### src/rtl/byte_decode_stream_pkg.sv
// conv_pkg: constants, state type and helpers shared by the ByteDecode
// stream block and its coefficient reduction sub-module.
//   Q              ML-KEM modulus
//   N_COEFFS       coefficients per polynomial
//   MAX_D          widest supported coefficient
//   bytes_per_poly bytes carrying one polynomial of d-bit coefficients
//   state_e        decoder FSM states
package conv_pkg;

  localparam int Q        = 3329;
  localparam int N_COEFFS = 256;
  localparam int MAX_D    = 12;

  typedef enum logic {
    IDLE = 1'b0,
    RUN  = 1'b1
  } state_e;

  function automatic int bytes_per_poly(input int d);
    return 32 * d;
  endfunction

endpackage

### src/rtl/byte_decode_stream_coef_mod_q.sv
// coef_mod_q: reduces a 12-bit value into [0, Q) with one conditional
// subtract. One subtract is enough because 4095 < 2*Q.
// Ports:
//   coef_i   in   12  unreduced coefficient
//   coef_o   out  12  coef_i mod Q
//   ge_q_o   out  1   coef_i was >= Q (out-of-range encoding)
import conv_pkg::*;

module coef_mod_q (
  input  logic [11:0] coef_i,
  output logic [11:0] coef_o,
  output logic        ge_q_o
);

  localparam logic [11:0] Q12 = 12'(Q);

  assign ge_q_o = (coef_i >= Q12);
  assign coef_o = ge_q_o ? (coef_i - Q12) : coef_i;

endmodule

### src/rtl/byte_decode_stream.sv
// byte_decode_stream: streaming ByteDecode_d. Consumes 32*D bytes on a
// valid/ready byte stream and emits 256 D-bit coefficients in order,
// reduced mod Q when D = 12.
// Optional feature macro: BYTE_DECODE_RANGE_CHECK_EN enables the sticky
// range_err_o flag; without it range_err_o is tied low.
// Ports:
//   clk_i         in   1           clock, rising edge
//   rst_i         in   1           synchronous active-high reset
//   start_i       in   1           begin a frame (IDLE only)
//   byte_i        in   8           input byte, bit 0 is the earliest stream bit
//   byte_valid_i  in   1           byte_i valid
//   byte_ready_o  out  1           byte_i accepted this cycle when valid
//   coef_o        out  COEF_WIDTH  decoded coefficient, zero-extended
//   coef_idx_o    out  8           index of coef_o
//   coef_last_o   out  1           coef_o is index 255
//   coef_valid_o  out  1           coef_o valid
//   coef_ready_i  in   1           consumer accepts coef_o
//   busy_o        out  1           frame in progress
//   done_o        out  1           one-cycle pulse after index 255 transfers
//   range_err_o   out  1           sticky: a D=12 coefficient was >= Q
//
// state | meaning
// IDLE  | waiting for start_i, no handshakes offered
// RUN   | filling the bit accumulator and draining coefficients
import conv_pkg::*;

module byte_decode_stream #(
  parameter int D          = 12,
  parameter int COEF_WIDTH = 16
) (
  input  logic                  clk_i,
  input  logic                  rst_i,
  input  logic                  start_i,
  input  logic [7:0]            byte_i,
  input  logic                  byte_valid_i,
  output logic                  byte_ready_o,
  output logic [COEF_WIDTH-1:0] coef_o,
  output logic [7:0]            coef_idx_o,
  output logic                  coef_last_o,
  output logic                  coef_valid_o,
  input  logic                  coef_ready_i,
  output logic                  busy_o,
  output logic                  done_o,
  output logic                  range_err_o
);

  if (D < 1 || D > MAX_D) begin : g_bad_d
    $error("byte_decode_stream: D=%0d outside 1..%0d", D, MAX_D);
  end
  if (COEF_WIDTH < D) begin : g_bad_width
    $error("byte_decode_stream: COEF_WIDTH=%0d narrower than D=%0d", COEF_WIDTH, D);
  end

  // Holds at most D-1 leftover bits plus one new byte.
  localparam int ACC_W = D + 7;
  localparam int NB_W  = 5;
  localparam int BC_W  = 9;

  localparam logic [NB_W-1:0] D_NB  = NB_W'(D);
  localparam logic [NB_W-1:0] EIGHT = NB_W'(8);
  localparam logic [BC_W-1:0] BYTES = BC_W'(bytes_per_poly(D));

  state_e             state_q, state_d;
  logic [ACC_W-1:0]   acc_q, acc_d;
  logic [NB_W-1:0]    nbits_q, nbits_d;
  logic [BC_W-1:0]    bcnt_q, bcnt_d;
  logic [7:0]         idx_q, idx_d;
  logic               done_q, done_d;

  logic               run;
  logic               byte_xfer;
  logic               coef_xfer;
  logic               start_acc;
  logic               last_xfer;

  assign run       = (state_q == RUN);
  assign byte_xfer = byte_valid_i & byte_ready_o;
  assign coef_xfer = coef_valid_o & coef_ready_i;
  assign start_acc = (state_q == IDLE) & start_i;
  assign last_xfer = coef_xfer & (idx_q == 8'd255);

  always_ff @(posedge clk_i) begin
    if (rst_i) begin
      state_q <= IDLE;
    end else begin
      state_q <= state_d;
    end
  end

  always_comb begin
    state_d = state_q;
    case (state_q)
      IDLE:    if (start_i)   state_d = RUN;
      RUN:     if (last_xfer) state_d = IDLE;
      default:                state_d = IDLE;
    endcase
  end

  // Byte accept needs nbits < D, coefficient pop needs nbits >= D, so the
  // two handshakes can never fire together.
  always_comb begin
    busy_o       = run;
    byte_ready_o = run & (nbits_q < D_NB) & (bcnt_q < BYTES);
    coef_valid_o = run & (nbits_q >= D_NB);
    coef_last_o  = coef_valid_o & (idx_q == 8'd255);
    coef_idx_o   = idx_q;
    done_o       = done_q;
  end

  always_comb begin
    acc_d   = acc_q;
    nbits_d = nbits_q;
    bcnt_d  = bcnt_q;
    idx_d   = idx_q;
    done_d  = last_xfer;
    if (start_acc) begin
      acc_d   = '0;
      nbits_d = '0;
      bcnt_d  = '0;
      idx_d   = '0;
    end else if (byte_xfer) begin
      // Bits at and above nbits are already zero, so OR places the byte.
      acc_d   = acc_q | (ACC_W'(byte_i) << nbits_q);
      nbits_d = nbits_q + EIGHT;
      bcnt_d  = bcnt_q + 9'd1;
    end else if (coef_xfer) begin
      acc_d   = acc_q >> D;
      nbits_d = nbits_q - D_NB;
      idx_d   = idx_q + 8'd1;
    end
  end

  always_ff @(posedge clk_i) begin
    if (rst_i) begin
      acc_q   <= '0;
      nbits_q <= '0;
      bcnt_q  <= '0;
      idx_q   <= '0;
      done_q  <= 1'b0;
    end else begin
      acc_q   <= acc_d;
      nbits_q <= nbits_d;
      bcnt_q  <= bcnt_d;
      idx_q   <= idx_d;
      done_q  <= done_d;
    end
  end

  logic [D-1:0] coef_red;
  logic         ge_raw;

  if (D == 12) begin : g_modq
    coef_mod_q u_mod_q (
      .coef_i (acc_q[11:0]),
      .coef_o (coef_red),
      .ge_q_o (ge_raw)
    );
  end else begin : g_plain
    assign coef_red = acc_q[D-1:0];
    assign ge_raw   = 1'b0;
  end

  assign coef_o = COEF_WIDTH'(coef_red);

`ifdef BYTE_DECODE_RANGE_CHECK_EN
  logic range_err_q, range_err_d;

  always_comb begin
    range_err_d = range_err_q;
    if (start_acc) begin
      range_err_d = 1'b0;
    end else if (coef_xfer && ge_raw) begin
      range_err_d = 1'b1;
    end
  end

  always_ff @(posedge clk_i) begin
    if (rst_i) begin
      range_err_q <= 1'b0;
    end else begin
      range_err_q <= range_err_d;
    end
  end

  assign range_err_o = range_err_q;
`else
  logic unused_ge;
  assign unused_ge   = ge_raw;
  assign range_err_o = 1'b0;
`endif

endmodule

### config.mk
export PLATFORM = sky130hd
export DESIGN_NAME = byte_decode_stream
export DESIGN_NICKNAME = d
export VERILOG_FILES = /design/src/rtl/byte_decode_stream_pkg.sv /design/src/rtl/byte_decode_stream_coef_mod_q.sv /design/src/rtl/byte_decode_stream.sv
export SDC_FILE = /design/constraint.sdc
export NUM_CORES = 1
export LEC_CHECK = 0
export CAP_MARGIN = 40
export CORE_ASPECT_RATIO = 1.5
export CORE_MARGIN = 5
export CORE_UTILIZATION = 41
export CTS_BUF_LIST = sky130_fd_sc_hd__clkbuf_4 sky130_fd_sc_hd__clkbuf_8
export CTS_CLUSTER_DIAMETER = 120
export DETAILED_ROUTE_END_ITERATION = 7
export PLACE_DENSITY = 0.7
export SLEW_MARGIN = 20
export SYNTH_ARGS = -nofsm -noshare
export SYNTH_HDL_FRONTEND = slang
export SYNTH_SLANG_ARGS = --single-unit
### constraint.sdc
create_clock -name clk_i -period 3 [get_ports clk_i]
set_clock_uncertainty 0.15 [all_clocks]
set_input_delay 0.6 -clock clk_i [delete_from_list [all_inputs] [get_ports clk_i]]
set_output_delay 0.6 -clock clk_i [all_outputs]
set_load 0.01 [all_outputs]
==> summary.md <==
| Metric | Value |
|---|---|
| Clk Latency, worst-skew pair | `0.30 ns` |
| Pwr Total | `1.19 mW` |
| Antenna diodes | `0` |
| Filler cell count | `536` |
| Leak | `1.11 nW` |
| Clk slew on worst S/H paths | `0.08 ns` |
| Fin crit share | `96.9%` |
| Fraction of registers with async set/reset | `0%` |
| Max frequency | `344 MHz` |
| CTS tree | `built` |
| Synth area leader | `dfxtp_1` |
| Syn-to-layout area delta | `27.4%` |
| Gpl congestion | `0.808` |
| Seq. cell area | `821 um^2` |
| Sequential area share after synthesis | `35.0%` |
| First-pass GRT wire length | `9340 um` |
| Crit-path max FO | `4` |
| Initial antenna violation count | `0` |
| CP startpoint kind | `flip-flop` |
| Kind of critical path | `flip-flop to output port` |
| Slew margin rel. | `66.3%` |
| Run status | `finished clean` |
| Critical path endpoint category | `output port` |
| Most numerous cell in the Yosys netlist | `dfxtp_1` |
| DRC | `0` |
| CP required | `2.25 ns` |
| Critical path arrival | `2.16 ns` |
| Largest net degree at the start of global routing | `36` |
| Netlist cell types | `50` |
| DP Wirelength | `4260 um` |
| Flops & latches, synth | `41` |
| Crit path time final | `2.91 ns` |
| Post-route ant nets | `0` |
| Final setup fails | `0` |
| Clock net sink count | `41` |
| Initial core utilization | `42.4%` |
| Layout Nets | `347` |
| Post-synth top cells | `dfxtp_1, a21oi_1, nor2_1, nand2_1, o31ai_1` |
| HP Class | `flip-flop to flip-flop` |
| Port-buffer cells | `37` |
| Layout cells sized above 1 | `11.9%` |
| Final std cells w/o fill | `398` |
| Main flop type after synthesis | `dfxtp_1` |
| CTS Buffer Depth | `2` |
| FP Rows | `33` |
| RSZ-0062 raised after global routing | `true` |
| Yosys warns | `0` |
| Total Wirelength | `5740 um` |
| CORE AREA | `5530 um^2` |
| Post-Syn Area per Cell | `8.41 um^2` |
| Final Hold Fails | `0` |
| Placed Cells incl. Taps | `383` |
| Pwr/cell area | `399 nW/um^2` |
| Number of synthesized flops with an enable pin | `0` |
| Die area | `7370 um^2` |
| Area contributors post-synth | `dfxtp_1, a21oi_1, o31ai_1, ha_1, xnor2_1` |
| Syn Inst Count | `279` |
| Global route overflow | `0` |
| Yosys top cell area share | `35.0%` |
| # H-tree levels | `2` |
| Max-cap viol count | `0` |
| DRT iter0 DRCs | `72` |
| Worst slew pin tran | `0.504 ns` |
| Vias/cell | `5.67` |
| Final Max Slew Viols | `0` |
| Cts bufs inserted | `5` |
| Gr usage total | `15.8%` |
| Synthesized cell area | `2350 um^2` |
| Ports | `43` |
| Chip Width | `71.8 um` |
| CTS root buf | `clkbuf_8` |
| Maximum VDD drop | `287 uV` |
| Hold Buf Count CTS | `0` |
| First-pass DRT Iterations | `5` |
| Via count | `2258` |
| Die height | `103 um` |
| Multi-input logic area | `1440 um^2` |
| Wirelength per Cell | `14.4 um` |
| Number of global-route vias before repair | `2047` |
-- worst paths after layout --
check        startpoint        end  slack, ns  cells after the start
min           acc_q[15]  acc_q[15]       0.32                      1
max            acc_q[0]  coef_o[9]       0.09                      8
max reg2reg  nbits_q[4]   acc_q[8]       0.55                      7
min reg2reg   acc_q[15]  acc_q[15]       0.32                      1
-- where the power goes --
| part | switching [mW] | total [mW] | leakage (nW) | internal (mW) |
|---|---|---|---|---|
| sequential | 0.0101 | 0.561 | 0.331 | 0.551 |
| combinational | 0.0895 | 0.164 | 0.718 | 0.0749 |
| clock | 0.188 | 0.468 | 0.0619 | 0.280 |
-- final cells by class --
type	instances	share of cell area, %
clock buffers	7	3.01
clock inverters	1	1.00
inverters	9	1.13
multi-input cells	215	48.0
flip-flops and latches	41	27.4
well taps	70	2.93
repair buffers	55	16.5
-- metal layers --
| layer | part of all wire (%) | GRT usage, % | vias up |
|---|---|---|---|
| met5 | 0 | 0 | - |
| met4 | 3.6 | 8.10 | 0 |
| met3 | 4.7 | 2.54 | 16 |
| met2 | 50 | 27.8 | 61 |
| met1 | 42 | 18.3 | 1050 |
| li1 | - | - | 1131 |
-- sequential cells by signal, indices dropped and copies added (netlist names) --
name / flops
done_o: 1
bcnt_q: 9
busy_o: 1
nbits_q: 3
acc_q: 19
coef_idx_o: 8
-- placed cells by master (no fill, tap or decap), types with 2 or more instances in the layout --
cell type	count
o21ai_0	4
and3_1	2
nor2_1	17
a22o_1	5
o21ai_1	4
dlygate4sd2_1	8
mux2i_1	3
nand4b_1	2
xnor2_1	8
o21a_1	7
a21o_1	6
a211oi_1	3
ha_1	6
or4_1	9
a31oi_1	5
a22oi_1	3
clkbuf_8	6
dfxtp_1	41
nand2_1	16
nand4_1	4
nor2b_1	8
nor4_4	2
inv_1	9
buf_4	18
a21oi_1	38
nand3_1	9
clkdlybuf4s50_1	26
and2_1	2
o31ai_1	16
conb_1	5
nand3b_1	2
nor3_1	9
-- critical path, stage by stage (launching register included) --
cell and delay (ns):
dfxtp_1 0.32, buf_4 0.14, ha_2 0.19, nor4b_4 0.36, buf_4 0.17, nor3_1 0.04, a31o_2 0.25, a22o_1 0.17
clkdlybuf4s15_1 0.23
-- cells by family after synthesis --
family | Yosys count | synth area share [%]
and+or+nand+nor | 93 | 23.0
adders and majority gates | 7 | 3.73
DFF | 41 | 35.0
other | 1 | 0.160
buffers and inverters | 28 | 6.29
muxes | 3 | 1.28
AOI/OAI and AO/OA | 98 | 27.6
xor gates and xnor gates | 8 | 2.99
-- metrics by stage --
stage               setup TNS, ns  setup slack (ns)  util (%)  hold WS, ns  cell area (um^2)
floorplan                       0             0.565         -        0.287              2360
global placement                0             0.130      50.5        0.300              2800
detailed placement              0            0.0890      50.5        0.305              2800
CTS                             0           0.00264      53.3        0.323              2950
global route              -0.0545           -0.0338      54.0        0.343              2990
finish                          0            0.0939      54.0        0.319              2990
-- repair_timing --
action                     in CTS  in global routing
gates resized for setup        13                  5
setup buffers                   2                  4
gates cloned                    1                  0
setup endpoints to repair      11                  4
pin swaps                       1                  3
(Power assumes the default switching activity.)
